`src/rtl/detect_merge_if.sv`:
```
`default_nettype none
// ============================================================================
// Module      : detect_merge_if
// Description : Bundle of the window-position, lane-result, detected-address,
//               interrupt and frame-reset signals of detect_merge.
//               slave  : view of detect_merge itself.
//               master : view of the surrounding pipeline / environment.
// Ports       : window_pos_*   position stream (valid/ready/eot/scale/y/x)
//               result_*       per-lane classifier results (valid/ready/bit)
//               detected_addr_* packed detection words out (valid/ready/data)
//               interrupt_*    end-of-frame interrupt (valid/ready/data)
//               frame_rst      one-cycle end-of-frame reset pulse
// Revision    : 1.0 - initial release
// ============================================================================
interface detect_merge_if #(
    parameter int N_LANES = 4,
    parameter int W_X     = 9,
    parameter int W_Y     = 9,
    parameter int W_SCALE = 3,
    parameter int W_OUT   = 25
);
    logic               window_pos_valid;
    logic               window_pos_ready;
    logic               window_pos_eot;
    logic [W_SCALE-1:0] window_pos_scale;
    logic [W_Y-1:0]     window_pos_y;
    logic [W_X-1:0]     window_pos_x;

    logic [N_LANES-1:0] result_valid;
    logic [N_LANES-1:0] result_ready;
    logic [N_LANES-1:0] result;

    logic               detected_addr_valid;
    logic               detected_addr_ready;
    logic [W_OUT-1:0]   detected_addr_data;

    logic               interrupt_valid;
    logic               interrupt_ready;
    logic               interrupt_data;

    logic               frame_rst;

    modport slave (
        input  window_pos_valid, window_pos_eot, window_pos_scale,
               window_pos_y, window_pos_x,
        output window_pos_ready,
        input  result_valid, result,
        output result_ready,
        output detected_addr_valid, detected_addr_data,
        input  detected_addr_ready,
        output interrupt_valid, interrupt_data,
        input  interrupt_ready,
        output frame_rst
    );

    modport master (
        output window_pos_valid, window_pos_eot, window_pos_scale,
               window_pos_y, window_pos_x,
        input  window_pos_ready,
        output result_valid, result,
        input  result_ready,
        input  detected_addr_valid, detected_addr_data,
        output detected_addr_ready,
        input  interrupt_valid, interrupt_data,
        output interrupt_ready,
        input  frame_rst
    );
endinterface
`default_nettype wire

```
`src/rtl/detect_merge.sv`:
```
`default_nettype none
// ============================================================================
// Module      : detect_merge
// Description : In-order merger of detection results from N_LANES classifier
//               lanes. Window positions are buffered and paired strictly
//               round-robin with lane results; positive results produce
//               packed detection words, the last window of a frame adds an
//               eot word (filler all ones) that also raises the interrupt.
//               Once the eot word is consumed a one-cycle frame_rst is issued
//               and all internal state is cleared for the next frame.
// Ports       : clk  - clock
//               rst  - asynchronous active-high reset
//               bus  - detect_merge_if.slave (positions, lane results,
//                      detected-address words, interrupt, frame_rst)
// Revision    : 1.0 - initial release
// ============================================================================
module detect_merge #(
    parameter int N_LANES   = 4,
    parameter int POS_DEPTH = 8,
    parameter int OUT_DEPTH = 4,
    parameter int W_X       = 9,
    parameter int W_Y       = 9,
    parameter int W_SCALE   = 3,
    parameter int W_OUT     = 25
) (
    input  logic          clk,
    input  logic          rst,
    detect_merge_if.slave bus
);
    localparam int c_fill_w = W_OUT - W_SCALE - W_Y - W_X;
    localparam int c_pos_w  = 1 + W_SCALE + W_Y + W_X;
    localparam int c_pa_w   = $clog2(POS_DEPTH);
    localparam int c_oa_w   = $clog2(OUT_DEPTH);
    localparam int c_lane_w = (N_LANES > 1) ? $clog2(N_LANES) : 1;

    localparam logic [c_lane_w-1:0] c_last_lane = c_lane_w'(N_LANES - 1);
    localparam logic [c_lane_w-1:0] c_lane_one  = c_lane_w'(1);
    localparam logic [N_LANES-1:0]  c_lane_bit0 = N_LANES'(1);
    localparam logic [c_pa_w:0]     c_pos_one   = (c_pa_w + 1)'(1);
    localparam logic [c_oa_w:0]     c_out_one   = (c_oa_w + 1)'(1);
    localparam logic [c_oa_w-1:0]   c_slot_one  = c_oa_w'(1);
    localparam logic [c_oa_w+1:0]   c_out_depth = (c_oa_w + 2)'(OUT_DEPTH);

    generate
        if (c_fill_w < 1) begin : g_bad_width
            $error("detect_merge: W_OUT leaves no filler bit above {scale, y, x}");
        end
    endgenerate

    typedef enum logic [1:0] {
        ST_RUN   = 2'd0,
        ST_DRAIN = 2'd1,
        ST_FLUSH = 2'd2
    } state_t;

    state_t              r_state;
    logic                r_active;   // holds window_pos_ready low until the first clock after reset
    logic [c_lane_w-1:0] r_rd_lane;

    // Position FIFO: {eot, scale, y, x}, pointers carry one wrap bit.
    logic [c_pos_w-1:0] r_pos_mem [POS_DEPTH];
    logic [c_pa_w:0]    r_pos_wr;
    logic [c_pa_w:0]    r_pos_rd;

    // Output FIFO: first-word fall-through, eot words carry all-ones filler.
    logic [W_OUT-1:0]   r_out_mem [OUT_DEPTH];
    logic [c_oa_w:0]    r_out_wr;
    logic [c_oa_w:0]    r_out_rd;

    logic                   w_pos_empty;
    logic                   w_pos_full;
    logic                   w_pos_push;
    logic [c_pos_w-1:0]     w_pos_head;
    logic                   w_win_eot;
    logic [c_pos_w-2:0]     w_win_syx;
    logic [c_oa_w:0]        w_out_count;
    logic                   w_out_empty;
    logic [W_OUT-1:0]       w_out_head;
    logic                   w_head_eot;
    logic                   w_out_pop;
    logic [c_oa_w+1:0]      w_room;
    logic [1:0]             w_need;
    logic                   w_lane_valid;
    logic                   w_lane_res;
    logic                   w_fire;
    logic                   w_push_det;
    logic                   w_push_eot;
    logic [c_oa_w:0]        w_push_n;
    logic [c_oa_w-1:0]      w_slot0;
    logic [c_oa_w-1:0]      w_slot1;

    assign w_pos_empty = (r_pos_wr == r_pos_rd);
    assign w_pos_full  = (r_pos_wr[c_pa_w] != r_pos_rd[c_pa_w]) &&
                         (r_pos_wr[c_pa_w-1:0] == r_pos_rd[c_pa_w-1:0]);
    assign w_pos_head  = r_pos_mem[r_pos_rd[c_pa_w-1:0]];
    assign w_win_eot   = w_pos_head[c_pos_w-1];
    assign w_win_syx   = w_pos_head[c_pos_w-2:0];

    assign w_out_count = r_out_wr - r_out_rd;
    assign w_out_empty = (w_out_count == '0);
    assign w_out_head  = r_out_mem[r_out_rd[c_oa_w-1:0]];
    // Filler MSB is 0 in detection words and 1 in eot words.
    assign w_head_eot  = w_out_head[W_OUT-1];
    // The eot word needs both handshakes in the same cycle.
    assign w_out_pop   = !w_out_empty && bus.detected_addr_ready &&
                         (!w_head_eot || bus.interrupt_ready);

    assign w_lane_valid = bus.result_valid[r_rd_lane];
    assign w_lane_res   = bus.result[r_rd_lane];

    // Free slots counting this cycle's pop; slots needed = result + eot.
    assign w_room = c_out_depth - {1'b0, w_out_count} + {{(c_oa_w+1){1'b0}}, w_out_pop};
    assign w_need = {1'b0, w_lane_res} + {1'b0, w_win_eot};

    assign w_fire = (r_state == ST_RUN) && !w_pos_empty && w_lane_valid &&
                    (w_room >= {{c_oa_w{1'b0}}, w_need});

    assign w_push_det = w_fire && w_lane_res;
    assign w_push_eot = w_fire && w_win_eot;
    assign w_push_n   = {{c_oa_w{1'b0}}, w_push_det} + {{c_oa_w{1'b0}}, w_push_eot};
    assign w_slot0    = r_out_wr[c_oa_w-1:0];
    assign w_slot1    = w_slot0 + c_slot_one;

    assign w_pos_push = bus.window_pos_valid && bus.window_pos_ready;

    assign bus.window_pos_ready    = r_active && (r_state == ST_RUN) && !w_pos_full;
    assign bus.result_ready        = w_fire ? (c_lane_bit0 << r_rd_lane) : '0;
    assign bus.detected_addr_valid = !w_out_empty;
    assign bus.detected_addr_data  = w_out_empty ? '0 : w_out_head;
    assign bus.interrupt_valid     = !w_out_empty && w_head_eot;
    assign bus.interrupt_data      = !w_out_empty && w_head_eot;
    assign bus.frame_rst           = (r_state == ST_FLUSH);

    // Storage arrays carry no reset; validity is defined by the pointers.
    always_ff @(posedge clk) begin
        if (w_pos_push) begin
            r_pos_mem[r_pos_wr[c_pa_w-1:0]] <= {bus.window_pos_eot, bus.window_pos_scale,
                                                bus.window_pos_y, bus.window_pos_x};
        end
        if (w_push_det) begin
            r_out_mem[w_slot0] <= {{c_fill_w{1'b0}}, w_win_syx};
        end
        if (w_push_eot) begin
            r_out_mem[w_push_det ? w_slot1 : w_slot0] <= {{c_fill_w{1'b1}}, w_win_syx};
        end
    end

    always_ff @(posedge clk or posedge rst) begin
        if (rst) begin
            r_state   <= ST_RUN;
            r_active  <= 1'b0;
            r_rd_lane <= '0;
            r_pos_wr  <= '0;
            r_pos_rd  <= '0;
            r_out_wr  <= '0;
            r_out_rd  <= '0;
        end else begin
            r_active <= 1'b1;
            case (r_state)
                ST_RUN:   if (w_fire && w_win_eot)     r_state <= ST_DRAIN;
                ST_DRAIN: if (w_out_pop && w_head_eot) r_state <= ST_FLUSH;
                ST_FLUSH: r_state <= ST_RUN;
                default:  r_state <= ST_RUN;
            endcase

            if (r_state == ST_FLUSH) begin
                // Positions queued behind the eot window belong to the
                // aborted tail of the frame and are dropped with everything else.
                r_rd_lane <= '0;
                r_pos_wr  <= '0;
                r_pos_rd  <= '0;
                r_out_wr  <= '0;
                r_out_rd  <= '0;
            end else begin
                if (w_pos_push) r_pos_wr <= r_pos_wr + c_pos_one;
                if (w_fire) begin
                    r_pos_rd  <= r_pos_rd + c_pos_one;
                    r_rd_lane <= (r_rd_lane == c_last_lane) ? '0 : r_rd_lane + c_lane_one;
                end
                r_out_wr <= r_out_wr + w_push_n;
                if (w_out_pop) r_out_rd <= r_out_rd + c_out_one;
            end
        end
    end
endmodule
`default_nettype wire
```
`src/flat_wrapper.sv`:
```
// flat-port wrapper written by rule: the top's interface ports become plain ports
module detect_merge_flat 
#(
    parameter int N_LANES   = 4,
    parameter int POS_DEPTH = 8,
    parameter int OUT_DEPTH = 4,
    parameter int W_X       = 9,
    parameter int W_Y       = 9,
    parameter int W_SCALE   = 3,
    parameter int W_OUT     = 25
)
  (clk, rst, bus_window_pos_valid, bus_window_pos_eot, bus_window_pos_scale, bus_window_pos_y, bus_window_pos_x, bus_window_pos_ready, bus_result_valid, bus_result, bus_result_ready, bus_detected_addr_valid, bus_detected_addr_data, bus_detected_addr_ready, bus_interrupt_valid, bus_interrupt_data, bus_interrupt_ready, bus_frame_rst);
  detect_merge_if #(.N_LANES(N_LANES), .W_X(W_X), .W_Y(W_Y), .W_SCALE(W_SCALE), .W_OUT(W_OUT)) bus_i ();
  input  logic clk;
  input  logic rst;
  input wire logic [$bits(bus_i.window_pos_valid)-1:0] bus_window_pos_valid;
  input wire logic [$bits(bus_i.window_pos_eot)-1:0] bus_window_pos_eot;
  input wire logic [$bits(bus_i.window_pos_scale)-1:0] bus_window_pos_scale;
  input wire logic [$bits(bus_i.window_pos_y)-1:0] bus_window_pos_y;
  input wire logic [$bits(bus_i.window_pos_x)-1:0] bus_window_pos_x;
  output wire logic [$bits(bus_i.window_pos_ready)-1:0] bus_window_pos_ready;
  input wire logic [$bits(bus_i.result_valid)-1:0] bus_result_valid;
  input wire logic [$bits(bus_i.result)-1:0] bus_result;
  output wire logic [$bits(bus_i.result_ready)-1:0] bus_result_ready;
  output wire logic [$bits(bus_i.detected_addr_valid)-1:0] bus_detected_addr_valid;
  output wire logic [$bits(bus_i.detected_addr_data)-1:0] bus_detected_addr_data;
  input wire logic [$bits(bus_i.detected_addr_ready)-1:0] bus_detected_addr_ready;
  output wire logic [$bits(bus_i.interrupt_valid)-1:0] bus_interrupt_valid;
  output wire logic [$bits(bus_i.interrupt_data)-1:0] bus_interrupt_data;
  input wire logic [$bits(bus_i.interrupt_ready)-1:0] bus_interrupt_ready;
  output wire logic [$bits(bus_i.frame_rst)-1:0] bus_frame_rst;
  assign bus_i.window_pos_valid = bus_window_pos_valid;
  assign bus_i.window_pos_eot = bus_window_pos_eot;
  assign bus_i.window_pos_scale = bus_window_pos_scale;
  assign bus_i.window_pos_y = bus_window_pos_y;
  assign bus_i.window_pos_x = bus_window_pos_x;
  assign bus_window_pos_ready = bus_i.window_pos_ready;
  assign bus_i.result_valid = bus_result_valid;
  assign bus_i.result = bus_result;
  assign bus_result_ready = bus_i.result_ready;
  assign bus_detected_addr_valid = bus_i.detected_addr_valid;
  assign bus_detected_addr_data = bus_i.detected_addr_data;
  assign bus_i.detected_addr_ready = bus_detected_addr_ready;
  assign bus_interrupt_valid = bus_i.interrupt_valid;
  assign bus_interrupt_data = bus_i.interrupt_data;
  assign bus_i.interrupt_ready = bus_interrupt_ready;
  assign bus_frame_rst = bus_i.frame_rst;
  detect_merge #(.N_LANES(N_LANES), .POS_DEPTH(POS_DEPTH), .OUT_DEPTH(OUT_DEPTH), .W_X(W_X), .W_Y(W_Y), .W_SCALE(W_SCALE), .W_OUT(W_OUT)) u_core (.clk(clk), .rst(rst), .bus(bus_i));
endmodule
```
`config.mk`:
```
export PLATFORM = sky130hd
export DESIGN_NAME = detect_merge_flat
export DESIGN_NICKNAME = d
export VERILOG_FILES = /design/src/rtl/detect_merge_if.sv /design/src/rtl/detect_merge.sv /design/src/flat_wrapper.sv
export SDC_FILE = /design/constraint.sdc
export NUM_CORES = 1
export LEC_CHECK = 0
export CORE_ASPECT_RATIO = 0.8
export CORE_MARGIN = 1
export CORE_UTILIZATION = 55
export DETAILED_ROUTE_END_ITERATION = 8
export PLACE_DENSITY_LB_ADDON = 0.05
export SYNTH_ARGS = -nofsm -noshare
export SYNTH_HDL_FRONTEND = slang
export SYNTH_SLANG_ARGS = --single-unit
export TNS_END_PERCENT = 30
```
`constraint.sdc`:
```
create_clock -name clk -period 8.65 [get_ports clk]
set_clock_uncertainty 0.1 [all_clocks]
set_input_delay 0.865 -clock clk [delete_from_list [all_inputs] [get_ports clk]]
set_output_delay 0.865 -clock clk [all_outputs]
set_load 0.005 [all_outputs]
```
==> impl_metrics.yaml <==
drt:
  route.vias.total: 6375
  dr_wl_met3_mm: 1.16
  final_antenna_net_count: 0
  dr_wl_met2_mm: 11.7
  drt_iter0_drc: 407
  wire_per_inst_um: 21.3
  via_per_inst: 5.74
  dr.max_layer_used: "met4"
  wl_mm: 23.7
  dr.pass1.iters: 5
  drc: 0
  wl_met1_mm: 10.5
power_and_ir_drop:
  power.total_mw: 3.19
  power_density_nw_per_um2: 229
  p_leak_nw: 4.54
  ir_drop_v: 0.000206
timing:
  fmax_mhz: 183
  tightest_slew_ps: 1140
  fin_crit_sh: 0.633
  period_minus_slack_ps: 5480
  maxSlewHeadroom: 0.237
  finalSetupViolations: 0
  final_max_slew_viol_count: 0
  rsz0062_at_grt: "false"
  fin_ws_ps: 3170
  final_hold_viol_count: 0
  finalSetupTns_ps: 0
grt:
  first_global_vias: 6603
  antenna_found_initial: 2
  grt_max_degree: 48
  grtUsageTotal: 0.218
  grt_overflow: 0
  grt_pass1_wl_mm: 37.4
floorplanning:
  die_h_um: 135
  io_pins: 69
  core-area_um2: 21600
  die-area_um2: 22700
  die_x_um: 168
  rows: 48
  initial_utilization: 0.562
critical_path:
  startpoint_type: "register"
  cp-end-kind: "output pin"
  crit_fanout: 35
  critPathRequiredTime_ps: 7690
  cp_data_arrival_time_ps: 4510
  crit_type: "register to output pin"
job:
  cap_violations: 0
placed_design:
  place_ws_ps: 3700
  place_congestion: 0.828
  dp_hpwl_mm: 14.1
  io_buffer_count: 68
cts:
  clockRootBuffer: "clkbuf_16"
  clk_pin_slew_ps: 70
  ctsHoldBuffers: 0
  htreeDepth: 1
  insertion_delay_ps: 530
  postCtsSetupBuffers: 0
  cts_tree: "done"
  cts_buffer_depth: 3
  cts_resized: 0
  numCtsBuffers: 28
  cts_num_sinks: 283
run_status:
  status: "finished, final reports clean"
synthesis:
  synth_xor_area_frac: 0.00762
  syn_inst: 746
  avgSynthCellArea_um2: 16.3
  ys_seq_area_frac: 0.688
  synth-compound-area-share: 0.0188
  synthAdderAreaFrac: 0.0228
  synth_warnings: 0
  yosys.area_share.simple: 0.102
  yosys_register_bits: 283
  syn-cell-area_um2: 12200
  syn_nets: 802
  synth_top_family_by_area: "multiplexers"
  synth_mux_area_frac: 0.131
  synth.distinct_cells: 51
worst_hold_path:
  hold_class: "register to register"
finish:
  multiInputGateArea_um2: 3480
  drive_gt1_frac: 0.192
  register_area_um2: 8370
  area_delta_synth_final_pct: 14.8
  num-fill-cells: 1531
  finalNetCount: 870
## per-stage QoR
stage          cells  instance area [µm²]   util  hold slack [ps]
3_5_place_dp    1059                13100  0.604              364
3_3_place_gp    1059                13100  0.604              362
6_report        1110                14000  0.646              383
4_1_cts         1108                14000  0.645              378
5_1_grt         1108                14000  0.645              392
2_1_floorplan    746                12200      -              337
## cell families after synthesis
kind of cell,after synthesis
XOR/XNOR,9
buffers and inverters,65
other,1
flip-flops,283
multiplexers,74
adder cells (fa/ha/maj),21
AND/OR/NAND/NOR,268
AO/OA/AOI/OAI,25
## cells in the final DEF (no fill, tap or decap), drive strengths merged, types with 7 or more instances in the layout
| cell type | count |
|---|---|
| and2 | 24 |
| dfrtp | 19 |
| clkdlybuf4s50 | 68 |
| mux4 | 67 |
| clkinv | 12 |
| nor2 | 102 |
| nand3 | 31 |
| a21oi | 10 |
| inv | 20 |
| edfxtp | 260 |
| clkbuf | 33 |
| ha | 19 |
| nand2 | 76 |
| and3 | 7 |
| buf | 16 |
## state kept, by name (all words and copies together), names as in the netlist
| register | flops |
|---|---|
| u_core.r_rd_lane | 2 |
| u_core.r_out_mem | 88 |
| u_core.r_out_rd | 3 |
| u_core.r_out_wr | 3 |
| u_core.r_active | 1 |
| u_core.r_pos_wr | 4 |
| u_core.r_pos_rd | 4 |
| u_core.r_state | 2 |
| u_core.r_pos_mem | 176 |
## report_power, final
group,internal (mW),total [mW],switching (mW)
logic,0.259,0.513,0.254
clock network,0.697,1.18,0.484
registers,1.49,1.50,0.00373
total,2.45,3.19,0.741
## Yosys cell counts (all sizes together)
cell type / n / area [µm²]
nand3: 31 / 155
nor2b: 1 / 6.26
or3: 4 / 25.0
conb: 1 / 3.75
xnor3: 1 / 22.5
clkbuf: 15 / 57.6
nand2b: 1 / 6.26
dfrtp: 19 / 475
edfxtp: 260 / 7810
o211ai: 1 / 7.51
nand4: 5 / 37.5
and2: 24 / 150
nor4b: 3 / 26.3
nand3b: 2 / 15.0
buf: 30 / 211
fa: 2 / 40.0
a221oi: 1 / 15.0
inv: 19 / 71.3
a21oi: 10 / 110
nor4: 1 / 6.26
mux4: 67 / 1510
nand2: 76 / 285
and3: 7 / 43.8
ha: 19 / 238
or2: 2 / 12.5
xor2: 6 / 52.6
o32ai: 1 / 8.76
nor2: 102 / 403
dfxtp: 4 / 80.1
a22oi: 1 / 7.51
o21ai: 3 / 15.0
o31ai: 4 / 30.0
mux2: 2 / 22.5
bufbuf: 1 / 18.8
nor3: 3 / 15.0
xnor2: 2 / 17.5
or4: 3 / 22.5
mux2i: 5 / 62.6
nor3b: 3 / 27.5
a22o: 4 / 35.0
## layout make-up
class,count,area share
antenna,2,0.000359
clock buffer,33,0.0531
clock inverter,16,0.0110
inverter,19,0.00511
multi-input combinational,398,0.249
sequential,283,0.599
tap,275,0.0246
timing repair buffer,84,0.0574
## path summary, 6_finish.rpt
path / startpoint / cells after the start / slack (ps) / end
max: u_core.r_out_wr[0] / 15 / 3170 / bus_result_ready[1]
min: u_core.r_out_mem[2][23] / 1 / 380 / u_core.r_out_mem[2][23]
max reg2reg: u_core.r_out_wr[0] / 15 / 3690 / u_core.r_out_mem[2][19]
min reg2reg: u_core.r_out_mem[2][23] / 1 / 380 / u_core.r_out_mem[2][23]
max in group asynchronous: rst / 2 / 7230 / u_core.r_pos_rd[1]
min in group asynchronous: rst / 2 / 680 / u_core.r_out_rd[1]
## worst max-delay path: stages, from the launching register on
cell             delay, ps
dfrtp_1                490
inv_1                  170
ha_1                   220
fa_1                   370
xnor3_1                270
a221oi_2               450
inv_2                   50
ha_1                   210
inv_1                   60
ha_1                   230
ha_1                   280
a21oi_1                 60
nand2_1                 60
buf_4                  330
and3_1                 220
clkdlybuf4s50_1        500
## routing by layer
metal | global-route usage | up-vias
li1 | - | 2946
met1 | 0.310 | 3251
met2 | 0.365 | 152
met3 | 0.0352 | 26
met4 | 0.0414 | 0
met5 | 0 | -
No activity file was read; power rests on OpenSTA's default activity.
